**config.mk**
```make
export PLATFORM = sky130hd
export DESIGN_NAME = bit_balance_monitor
export DESIGN_NICKNAME = d
export VERILOG_FILES = /design/src/rtl/bit_balance_monitor.sv
export SDC_FILE = /design/constraint.sdc
export NUM_CORES = 1
export LEC_CHECK = 0
export CAP_MARGIN = 20
export CORE_MARGIN = 4
export CORE_UTILIZATION = 54
export DETAILED_ROUTE_END_ITERATION = 10
export PLACE_DENSITY = 0.76
export SKIP_CTS_REPAIR_TIMING = 1
export SYNTH_ARGS = -nofsm -noshare
export SYNTH_HDL_FRONTEND = slang
export SYNTH_SLANG_ARGS = --single-unit
```
**constraint.sdc**
```tcl
create_clock -name clk -period 4.3 [get_ports clk]
set_clock_uncertainty 0.1 [all_clocks]
set_input_delay 0.645 -clock clk [delete_from_list [all_inputs] [get_ports clk]]
set_output_delay 0.645 -clock clk [all_outputs]
set_load 0.02 [all_outputs]
```
**src/rtl/bit_balance_monitor.sv**
```systemverilog
// rtl/bit_balance_monitor.sv - two-stage popcount / running-disparity monitor with windowed alarm
// Optional feature macro: BITBAL_STICKY_ALARM_EN (sticky alarm with alarm_clr input)
module bit_balance_monitor #(
    parameter int WIDTH  = 8,
    parameter int WINDOW = 16,
    parameter int THRESH = 8,
    parameter int DW     = 8,
    localparam int CW    = $clog2(WIDTH + 1)
) (
    input  logic                 clk,
    input  logic                 reset,
`ifdef BITBAL_STICKY_ALARM_EN
    input  logic                 alarm_clr,
`endif
    input  logic                 in_valid,
    output logic                 in_ready,
    input  logic [WIDTH-1:0]     in_data,
    output logic                 out_valid,
    input  logic                 out_ready,
    output logic [CW-1:0]        out_count,
    output logic signed [DW-1:0] out_disp,
    output logic                 out_last,
    output logic                 alarm
);

    // Extended arithmetic width: wide enough for accumulator plus any per-word disparity
    localparam int EW   = ((DW > CW) ? DW : CW) + 3;
    localparam int WINW = (WINDOW > 1) ? $clog2(WINDOW) : 1;
    localparam logic [WINW-1:0] WIN_LAST = WINW'(WINDOW - 1);

    logic                 s1_valid;
    logic [CW-1:0]        s1_count;
    logic [CW-1:0]        pc;
    logic                 s2_ready;
    logic                 s2_load;
    logic                 accept;
    logic signed [DW-1:0] acc;
    logic [WINW-1:0]      wcnt;
    logic                 over_r;

    logic signed [EW-1:0] d_ext;
    logic signed [EW-1:0] acc_ext;
    logic signed [EW-1:0] sum_ext;
    logic signed [EW-1:0] sat_ext;
    logic signed [EW-1:0] abs_ext;
    logic signed [EW-1:0] sat_max;
    logic signed [EW-1:0] sat_min;
    logic                 over_n;
    logic                 win_end;

    // S2 can take a word when it is empty or its result is leaving this cycle
    assign s2_ready = !out_valid || out_ready;
    assign s2_load  = s1_valid && s2_ready;
    assign in_ready = !s1_valid || s2_ready;
    assign accept   = in_valid && in_ready;
    assign win_end  = (wcnt == WIN_LAST);

    // Population count of the incoming word
    always_comb begin
        pc = '0;
        for (int i = 0; i < WIDTH; i++) begin
            pc = pc + CW'(in_data[i]);
        end
    end

    // Per-word disparity, saturating accumulation and threshold test
    always_comb begin
        d_ext   = $signed(EW'({s1_count, 1'b0})) - $signed(EW'(WIDTH));
        acc_ext = {{(EW-DW){acc[DW-1]}}, acc};
        sum_ext = acc_ext + d_ext;
        sat_max = {{(EW-DW+1){1'b0}}, {(DW-1){1'b1}}};
        sat_min = -sat_max;
        sat_ext = sum_ext;
        if (sum_ext > sat_max) begin
            sat_ext = sat_max;
        end else if (sum_ext < sat_min) begin
            sat_ext = sat_min;
        end
        abs_ext = (sat_ext < 0) ? -sat_ext : sat_ext;
        over_n  = (64'(abs_ext) > 64'(THRESH));
    end

    // Stage 1: hold the popcount of the accepted word
    always_ff @(posedge clk) begin
        if (reset) begin
            s1_valid <= 1'b0;
            s1_count <= '0;
        end else if (accept) begin
            s1_valid <= 1'b1;
            s1_count <= pc;
        end else if (s2_load) begin
            s1_valid <= 1'b0;
        end
    end

    // Stage 2: result registers, window accumulator and window counter
    always_ff @(posedge clk) begin
        if (reset) begin
            out_valid <= 1'b0;
            out_count <= '0;
            out_disp  <= '0;
            out_last  <= 1'b0;
            over_r    <= 1'b0;
            acc       <= '0;
            wcnt      <= '0;
        end else if (s2_load) begin
            out_valid <= 1'b1;
            out_count <= s1_count;
            out_disp  <= sat_ext[DW-1:0];
            over_r    <= over_n;
            out_last  <= win_end;
            if (win_end) begin
                acc  <= '0;
                wcnt <= '0;
            end else begin
                acc  <= sat_ext[DW-1:0];
                wcnt <= wcnt + 1'b1;
            end
        end else if (out_ready) begin
            out_valid <= 1'b0;
        end
    end

`ifdef BITBAL_STICKY_ALARM_EN
    logic alarm_st;

    // Sticky alarm: set by any transferred over-threshold result, set beats clear
    always_ff @(posedge clk) begin
        if (reset) begin
            alarm_st <= 1'b0;
        end else if (out_valid && out_ready && over_r) begin
            alarm_st <= 1'b1;
        end else if (alarm_clr) begin
            alarm_st <= 1'b0;
        end
    end

    assign alarm = alarm_st;
`else
    assign alarm = out_valid && over_r;
`endif

endmodule

```
# [Word-level counts from Yosys, hierarchy flattened]
# Index checks and enable logic that the tools add are counted.
# Widths: inputs -> output; s select.
[word_totals] reg_bits=32 latch_bits=0 ramBits=0 mem_bits_ro=0 inputBits=12 out_inout_bits=16 wordCells=43 memories=0
[op_classes] addsub=11 n_mul=0 div_mod_pow=0 n_lt_le_gt_ge=4 n_eq_ne=1 shift=0 n_mux=9 bitwise=0 reduce_logical=9
[ops] op="$mux 11" count=3
[ops] op="$add 4x1->4" count=4
[ops] op="$gt 11x5->1 const B" count=1
[ops] op="$lt 11x1->1 const B" count=1
[ops] op="$neg 11->11" count=1
[ops] op="$add 8x6->9" count=1
[ops] op="$gt 9x8->1 const B" count=1
[ops] op="$lt 9x8->1 const B" count=1
[ops] op="$mux 8" count=1
[ops] op="$sub 5x4->6 const B" count=1
[ops] op="$add 3x1->4" count=1
[ops] op="$add 4x1->4 const B" count=1
[ops] op="$eq 4x4->1 const B" count=1
[ops] op="$mux 1" count=4
[ops] op="$mux 4" count=1
[ops] op="$reduce_bool 2->1" count=2
[ops] op="$add 2x1->3" count=1
[ops] op="$logic_and 1x1->1" count=3
[ops] op="$add 1x1->2" count=1
[ops] op="$logic_not 1->1" count=2
[ops] op="$logic_or 1x1->1" count=2

# [Longest topological paths before layout]
# Gate-level depths: netlist of the first run.
[depth] ltp_word=8 depth_mapped=12 ltp_nobuf=12

# [Worst setup path before layout of the first run]
# No wires, ideal clock.
[synth_timing] path_type="input to register" from="input in_data[0]" to="register s1_count[2]" setup_ns=0.128 arrival_ns=3.021 setup_slack_ns=1.051 path_stages=12 cell_sequence="fa_1 inv_1 fa_1 fa_1 inv_1 ha_1 inv_1 fa_1 xor2_1 nor2_1 a21oi_1 nor2_1"
[synth_between] elab_chain_cells=7
[synth_rtl] item="start: declaration" line_no="17" text="input logic [WIDTH-1:0] in_data,"
[synth_rtl] item="$add 1x1->2" line_no="62" text="pc = pc + CW'(in_data[i]);"
[synth_rtl] item="$add 2x1->3" line_no="62"
[synth_rtl] item="$add 3x1->4" line_no="62"
[synth_rtl] item="$add 4x1->4 (4 in series)" line_no="62"
[synth_rtl] item="end signal: assignment" line_no="90" text="s1_count <= pc;"
[synth_rtl] item="end: declaration" line_no="32" text="logic [CW-1:0] s1_count;"
# Every way passes these cells.
# A chain may end at the register's enable or synchronous reset.

# [Final worst setup path of the first run]
# Same ends and word-level chain as after synthesis.

==> reports/qor.csv, run 1 <==
metric,value,unit
fin_tns_setup,0,ns
synth_seq_cells,32,
cp.buffers_inverters,4,
place.gp.congestion,0.8091,
ios,28,
cts_buffers,5,
drive_above_1_share,7.197,%
timing.final.crit_period,3.590,ns
min_path_cells,2,
cts_sinks,32,
cts_tree,yes,
yosysSeqAreaShare,31.80,%
p_per_area,496.0,nW/um^2
synthToLayoutAreaGrowth,18.51,%
start_util,58.08,%
dr.first_iter.drc_count,102,
syn_avg_cell_area,8.393,sq um
vias,1757,
final_nets,291,
synth-async-reset-ratio,0,%
critPathArrivalTime,3.66,ns
path_clk_slew,0.06,ns
hp-class,register to register,
synth.top_cell.area_share,31.80,%
status,"finished, final reports clean",
maxSlewViolCount,0,
port_buffers,27,
synth_edf_count,0,
antenna_found_initial,0,
fmax,278.6,MHz
cpMostUsedCell,fa_1,
grtUsageTotal,19.73,%
rsz0062_at_grt,false,
setup_viol,0,
syn_nets,268,
min_from,out_count[0],
r2r_start,s1_count[2],
clkPwrFrac,26.5,%
cp-start-kind,input port,
slowest_delay,0.54,ns
hold_end,out_count[0],
synthFlopType,dfxtp_1,
via_per_inst,5.668,
cp_max_fo,2,
coreArea,3468,sq um
path_cells,clkdlybuf4s50_1 > fa_1 > inv_1 > fa_1 > fa_1 > inv_1 > ha_1 > inv_1 > fa_1 > xor2_1 > nor2_1 > a21oi_1 > nor2_1,
cts_root_buf,clkbuf_8,
ant_nets,0,
worstMarginPinSlew,0.9401,ns
netSwitchingFraction,36.94,%
netlist_area,2014,sq um
drtPass1Iterations,4,
clock_path_buffers,2,
antenna_cells,0,
max-slew-margin-rel,37.20,%
grt_max_degree,19,
synth_area_leader_cell,dfxtp_1,
internal_power,0.7468,mW
wl_per_cell,14.97,microns
p_leak,0.9462,nW
num_rows,21,
hold_viol_final,0,
insertion_delay,0.28,ns
synthCells,240,
cp-end-kind,register,
die_w,69.08,microns
path_delay_family,adder cells,
r2r_setup_slack,1.14,ns
yosys-top-cells-area,"dfxtp_1, ha_1, a21oi_1",
die-area,4771,sq um
critPathSlowestCell,fa_1,
yosys_warnings,0,
peakVddDrop,260.3,uV
overflow,0,
rr_endpoint,acc[6],
seqPwrFrac,31.0,%
maxCapViolations,0,
routed_wl,4.642,mm
path_class,input port to register,
grt_pass1_vias,1683,
reg2reg_depth,9,
htreeDepth,2,
required,4.37,ns
final_util,68.83,%
yosysUniqueCellTypes,55,
grt_pass1_wl,7.776,mm
min_period_over_period,83.48,%
drc_errors,0,
dieHeight,69.08,microns
place_hpwl,3.448,mm
power_switching,0.4374,mW
p_comb_share,42.4,%
## stage by stage
stage          cell area, sq um  hold slack, ns  total power, mW  std cells  setup WS, ns
6_report                   2387          0.3666            1.184        310        0.7104
5_1_grt                    2387          0.3828            1.261        310        0.5699
4_1_cts                    2387          0.3680            1.186        310        0.6892
3_5_place_dp               2261          0.3546           0.8664        302        0.4559
3_3_place_gp               2261          0.3486           0.8601        302        0.5543
2_1_floorplan              2014          0.3362           0.7660        240         1.051
## cell type report
| cell class | count | area [sq um] |
|---|---|---|
| inverter | 18 | 67.56 |
| clock buffer | 7 | 96.34 |
| timing repair buffer | 29 | 285.3 |
| multi-input combinational | 177 | 1210 |
| clock inverter | 1 | 30.03 |
| fill | 315 | 1081 |
| sequential | 32 | 640.6 |
| tap | 46 | 57.56 |
## worst max-delay path by stage
stage	start	to	slack, ns	cells after the start
2_1_floorplan	in_data[0]	s1_count[2]	1.05	12
3_3_place_gp	in_data[0]	s1_count[2]	0.55	13
3_5_place_dp	in_data[0]	s1_count[2]	0.46	13
4_1_cts	in_data[0]	s1_count[2]	0.69	13
5_1_grt	in_data[0]	s1_count[2]	0.57	13
6_report	in_data[0]	s1_count[2]	0.71	13
## per-layer routing
layer	wire, microns	GRT usage (%)	vias to the layer above	share of wire, %
li1	-	-	885	-
met1	2305	26.44	829	50
met2	2140	32.20	39	46
met3	167	3.924	4	3.6
met4	29	5.423	0	0.62
met5	0	0	-	0
## power by group through the flow
| stage | Clock (mW) | Combinational [mW] | Sequential, mW |
|---|---|---|---|
| detailed placement | 0 | 0.494 | 0.373 |
| global placement | 0 | 0.488 | 0.372 |
| CTS | 0.318 | 0.501 | 0.367 |
| finish | 0.314 | 0.502 | 0.368 |
| global route | 0.332 | 0.557 | 0.372 |
| floorplan | 0 | 0.392 | 0.374 |
## worst reg2reg max path, delay by kind of cell (launching register included)
family / cells / cell delay, ns
fa+ha+maj: 3 / 1.31
compound gates: 3 / 0.78
flops: 1 / 0.33
buf+inv: 2 / 0.30
simple gates: 1 / 0.24
## kinds of logic after synthesis
kind of cell    synth area share (%)
compound gates                 18.70
xor+xnor                       3.975
fa+ha+maj                      13.79
buf+inv                        8.136
flops                          31.80
simple gates                   23.60
## synthesized netlist by cell type (all sizes together), types with 4 or more instances
cell type  instances
fa                 5
maj3               4
buf                4
o21ai              6
nor2              29
nand3              7
xor2               5
clkbuf             9
a211oi             6
dfxtp             32
ha                11
nor3               6
inv               18
a21oi             23
nand2             25
## flip-flops by register name (all words and copies together) (netlist names)
| name | flops |
|---|---|
| out_count | 4 |
| out_last | 1 |
| out_disp | 8 |
| acc | 8 |
| s1_valid | 1 |
| wcnt | 4 |
| out_valid | 1 |
| over_r | 1 |
| s1_count | 4 |
## placed cells by master (no fill, tap or decap), types with 2 or more instances in the layout
cell / count
nor2_1: 29
a2111oi_0: 3
a211oi_1: 6
nor3_1: 5
xor2_1: 4
xnor2_1: 2
and2_1: 2
nand2_1: 25
fa_1: 5
o21ai_0: 6
a22o_1: 2
clkdlybuf4s50_1: 27
nor2b_1: 2
maj3_1: 4
buf_4: 2
clkbuf_8: 7
nand3_1: 7
nand4b_1: 2
ha_1: 11
nand4_1: 2
nand3b_1: 3
nand2b_1: 3
nor4_1: 3
a21oi_1: 22
inv_1: 18
dfxtp_1: 32
and3_1: 2
(Power assumes the default switching activity.)
==> run 2, diff against run 1 <==
--- a/config.mk
+++ b/config.mk
@@ -7,9 +7,9 @@
 export LEC_CHECK = 0
 export CAP_MARGIN = 20
 export CORE_MARGIN = 4
-export CORE_UTILIZATION = 54
+export CORE_UTILIZATION = 49
 export DETAILED_ROUTE_END_ITERATION = 10
-export PLACE_DENSITY = 0.76
+export PLACE_DENSITY = 0.73
 export SKIP_CTS_REPAIR_TIMING = 1
 export SYNTH_ARGS = -nofsm -noshare
 export SYNTH_HDL_FRONTEND = slang
==> constraint.sdc (replaced) <==
create_clock -name clk -period 3.14 [get_ports clk]
set_clock_uncertainty 0.1 [all_clocks]
set_input_delay 0.471 -clock clk [delete_from_list [all_inputs] [get_ports clk]]
set_output_delay 0.471 -clock clk [all_outputs]
set_load 0.02 [all_outputs]
==> run 2 against run 1 <==
Critical path depth stayed put. Power is 28% higher. Utilization fell by 8.9 points. Worst setup slack worse by 0.64 ns. Sequential share of layout area fell by 0.13 points. Sequential cell count unchanged. Routed wire length down 4.8%. Via count is 0.23% higher. Final area is 0.47% higher. Hold slack got worse by 0.0085 ns. Non-clock buffer count rose by 5. Critical path type unchanged. Critical endpoint unchanged. Largest power group unchanged.
==> reports/qor.csv, run 2 (same netlist as run 1, synthesis figures left out) <==
metric,value,unit,change
status,"finished, final reports clean",,
r2r_start,s1_count[2],,
drc_errors,0,,unchanged
layout_commonest_cell,dfxtp_1,,
via_per_inst,5.555,,-2.0%
port_buffers,27,,unchanged
critPathArrivalTime,3.14,ns,-0.52 ns
place.gp.congestion,0.8050,,-0.51%
cts_buffers,5,,unchanged
cp.buffers_inverters,4,,unchanged
coreArea,4000,sq um,+15%
max-slew-margin-rel,64.74,%,+28 points
num_rows,23,,+9.5%
worstMarginPinSlew,0.5272,ns,-0.4128 ns
peakVddDrop,283.5,uV,+8.9%
fmax,325.8,MHz,
slowest_delay,0.54,ns,about the same
ant_nets,0,,unchanged
routed_wl,4.419,mm,-4.8%
grt_util_met2,29.42,%,-2.8 points
clock_path_buffers,2,,unchanged
htreeDepth,2,,unchanged
grt_pass1_vias,1732,,+2.9%
wl_per_cell,13.94,microns,-6.9%
cp-end-kind,register,,
die_w,72.12,microns,+4.4%
cpMostUsedCell,fa_1,,
cp_max_fo,2,,unchanged
vias,1761,,+0.23%
cp-start-kind,input port,,
timing.final.crit_period,3.069,ns,
drtPass1Iterations,4,,unchanged
insertion_delay,0.28,ns,about the same
rsz0062_at_grt,true,,
critPathSlowestCell,fa_1,,
dr.first_iter.drc_count,72,,-29%
top_usage_layer,met2,,
start_util,50.36,%,-7.7 points
path_clk_slew,0.06,ns,about the same
p_leak,0.9549,nW,+0.92%
hp-class,register to register,,
mostFrequentLayoutCells,"dfxtp_1, nor2_1, nand2_1, clkdlybuf4s50_1, a21oi_1",,
min_period_over_period,97.74,%,
fin_tns_setup,0,ns,unchanged
drive_above_1_share,11.24,%,+4.0 points
synthToLayoutAreaGrowth,19.07,%,
antenna_cells,0,,unchanged
place_hpwl,3.261,mm,-5.4%
grtUsageTotal,18.71,%,-1.0 points
grt_pass1_wl,7.817,mm,+0.53%
power,1.516,mW,+28%
grt.met3_usage,4.432,%,+0.51 points
path_cells,buf_6 > fa_1 > inv_2 > fa_1 > fa_1 > inv_1 > ha_2 > inv_2 > fa_2 > xor2_1 > nor2_1 > a21oi_1 > nor2_1,,
holdWs,0.3580,ns,-0.008530 ns
final_nets,297,,+2.1%
path_class,input port to register,,
path_delay_family,adder cells,,
die-area,5201,sq um,+9.0%
grt_max_degree,21,,+2
grtUsageMet1,25.33,%,-1.1 points
cts_root_buf,clkbuf_8,,
cts_sinks,32,,unchanged
reg_top3,"acc (8), out_disp (8)",,
antenna_found_initial,0,,unchanged
maxCapViolations,0,,unchanged
required,3.21,ns,-1.16 ns
p_per_area,632.1,nW/um^2,+27%
worstSetupStartpoint,in_data[3],,
maxSlewViolCount,0,,unchanged
ios,28,,unchanged
hold_viol_final,0,,unchanged
min_from,out_count[1],,
setup_viol,0,,unchanged
cts_tree,yes,,
overflow,0,,unchanged
dieHeight,72.12,microns,+4.4%
[run 2: cell types whose count changed in the layout (fill, tap and decap cells not counted), sizes merged]
| cell | change |
|---|---|
| buf | +6 |
| bufinv | -1 |
| clkbuf | -1 |
| clkdlybuf4s50 | -3 |
| dlymetal6s2s | +1 |
| xor2 | +1 |
[run 2: worst paths after layout]
check,to,slack (ns),cells past startpoint
max,s1_count[2],0.07,13
max reg2reg,over_r,0.19,10
min,out_count[1],0.36,2
min reg2reg,out_count[1],0.36,2
[run 2: area by class of cell]
class / instances / area, sq um
tap: 50 / 62.56
sequential: 32 / 640.6
multi-input combinational: 178 / 1237
inverter: 18 / 67.56
timing repair buffer: 34 / 321.6
clock buffer: 5 / 68.82
fill: 357 / 1602
[run 2: metal layers]
metal,up-vias,part of all wire [%]
li1,894,-
met5,-,0
met4,0,1.2
met1,812,47
met2,45,47
met3,10,4.9
[run 2: worst min-delay path: stages, from the launching register on]
cell     delay (ns)
dfxtp_1        0.31
nand2_1        0.05
a21oi_1        0.05
[run 2: stage by stage]
stage | std cells | utilization [%] | cell area (sq um) | setup slack [ns]
2_1_floorplan | 240 | - | 2014 | 0.06511
3_3_place_gp | 310 | 57.40 | 2296 | -0.4351
3_5_place_dp | 310 | 57.40 | 2296 | -0.5164
4_1_cts | 315 | 59.12 | 2365 | -0.2216
5_1_grt | 317 | 59.96 | 2399 | -0.06672
6_report | 317 | 59.96 | 2399 | 0.07098
[run 2: power breakdown]
group / internal (mW) / leakage, nW / switching, mW
clock: 0.143 / 0.0359 / 0.139
sequential: 0.456 / 0.262 / 0.0453
combinational: 0.314 / 0.657 / 0.420
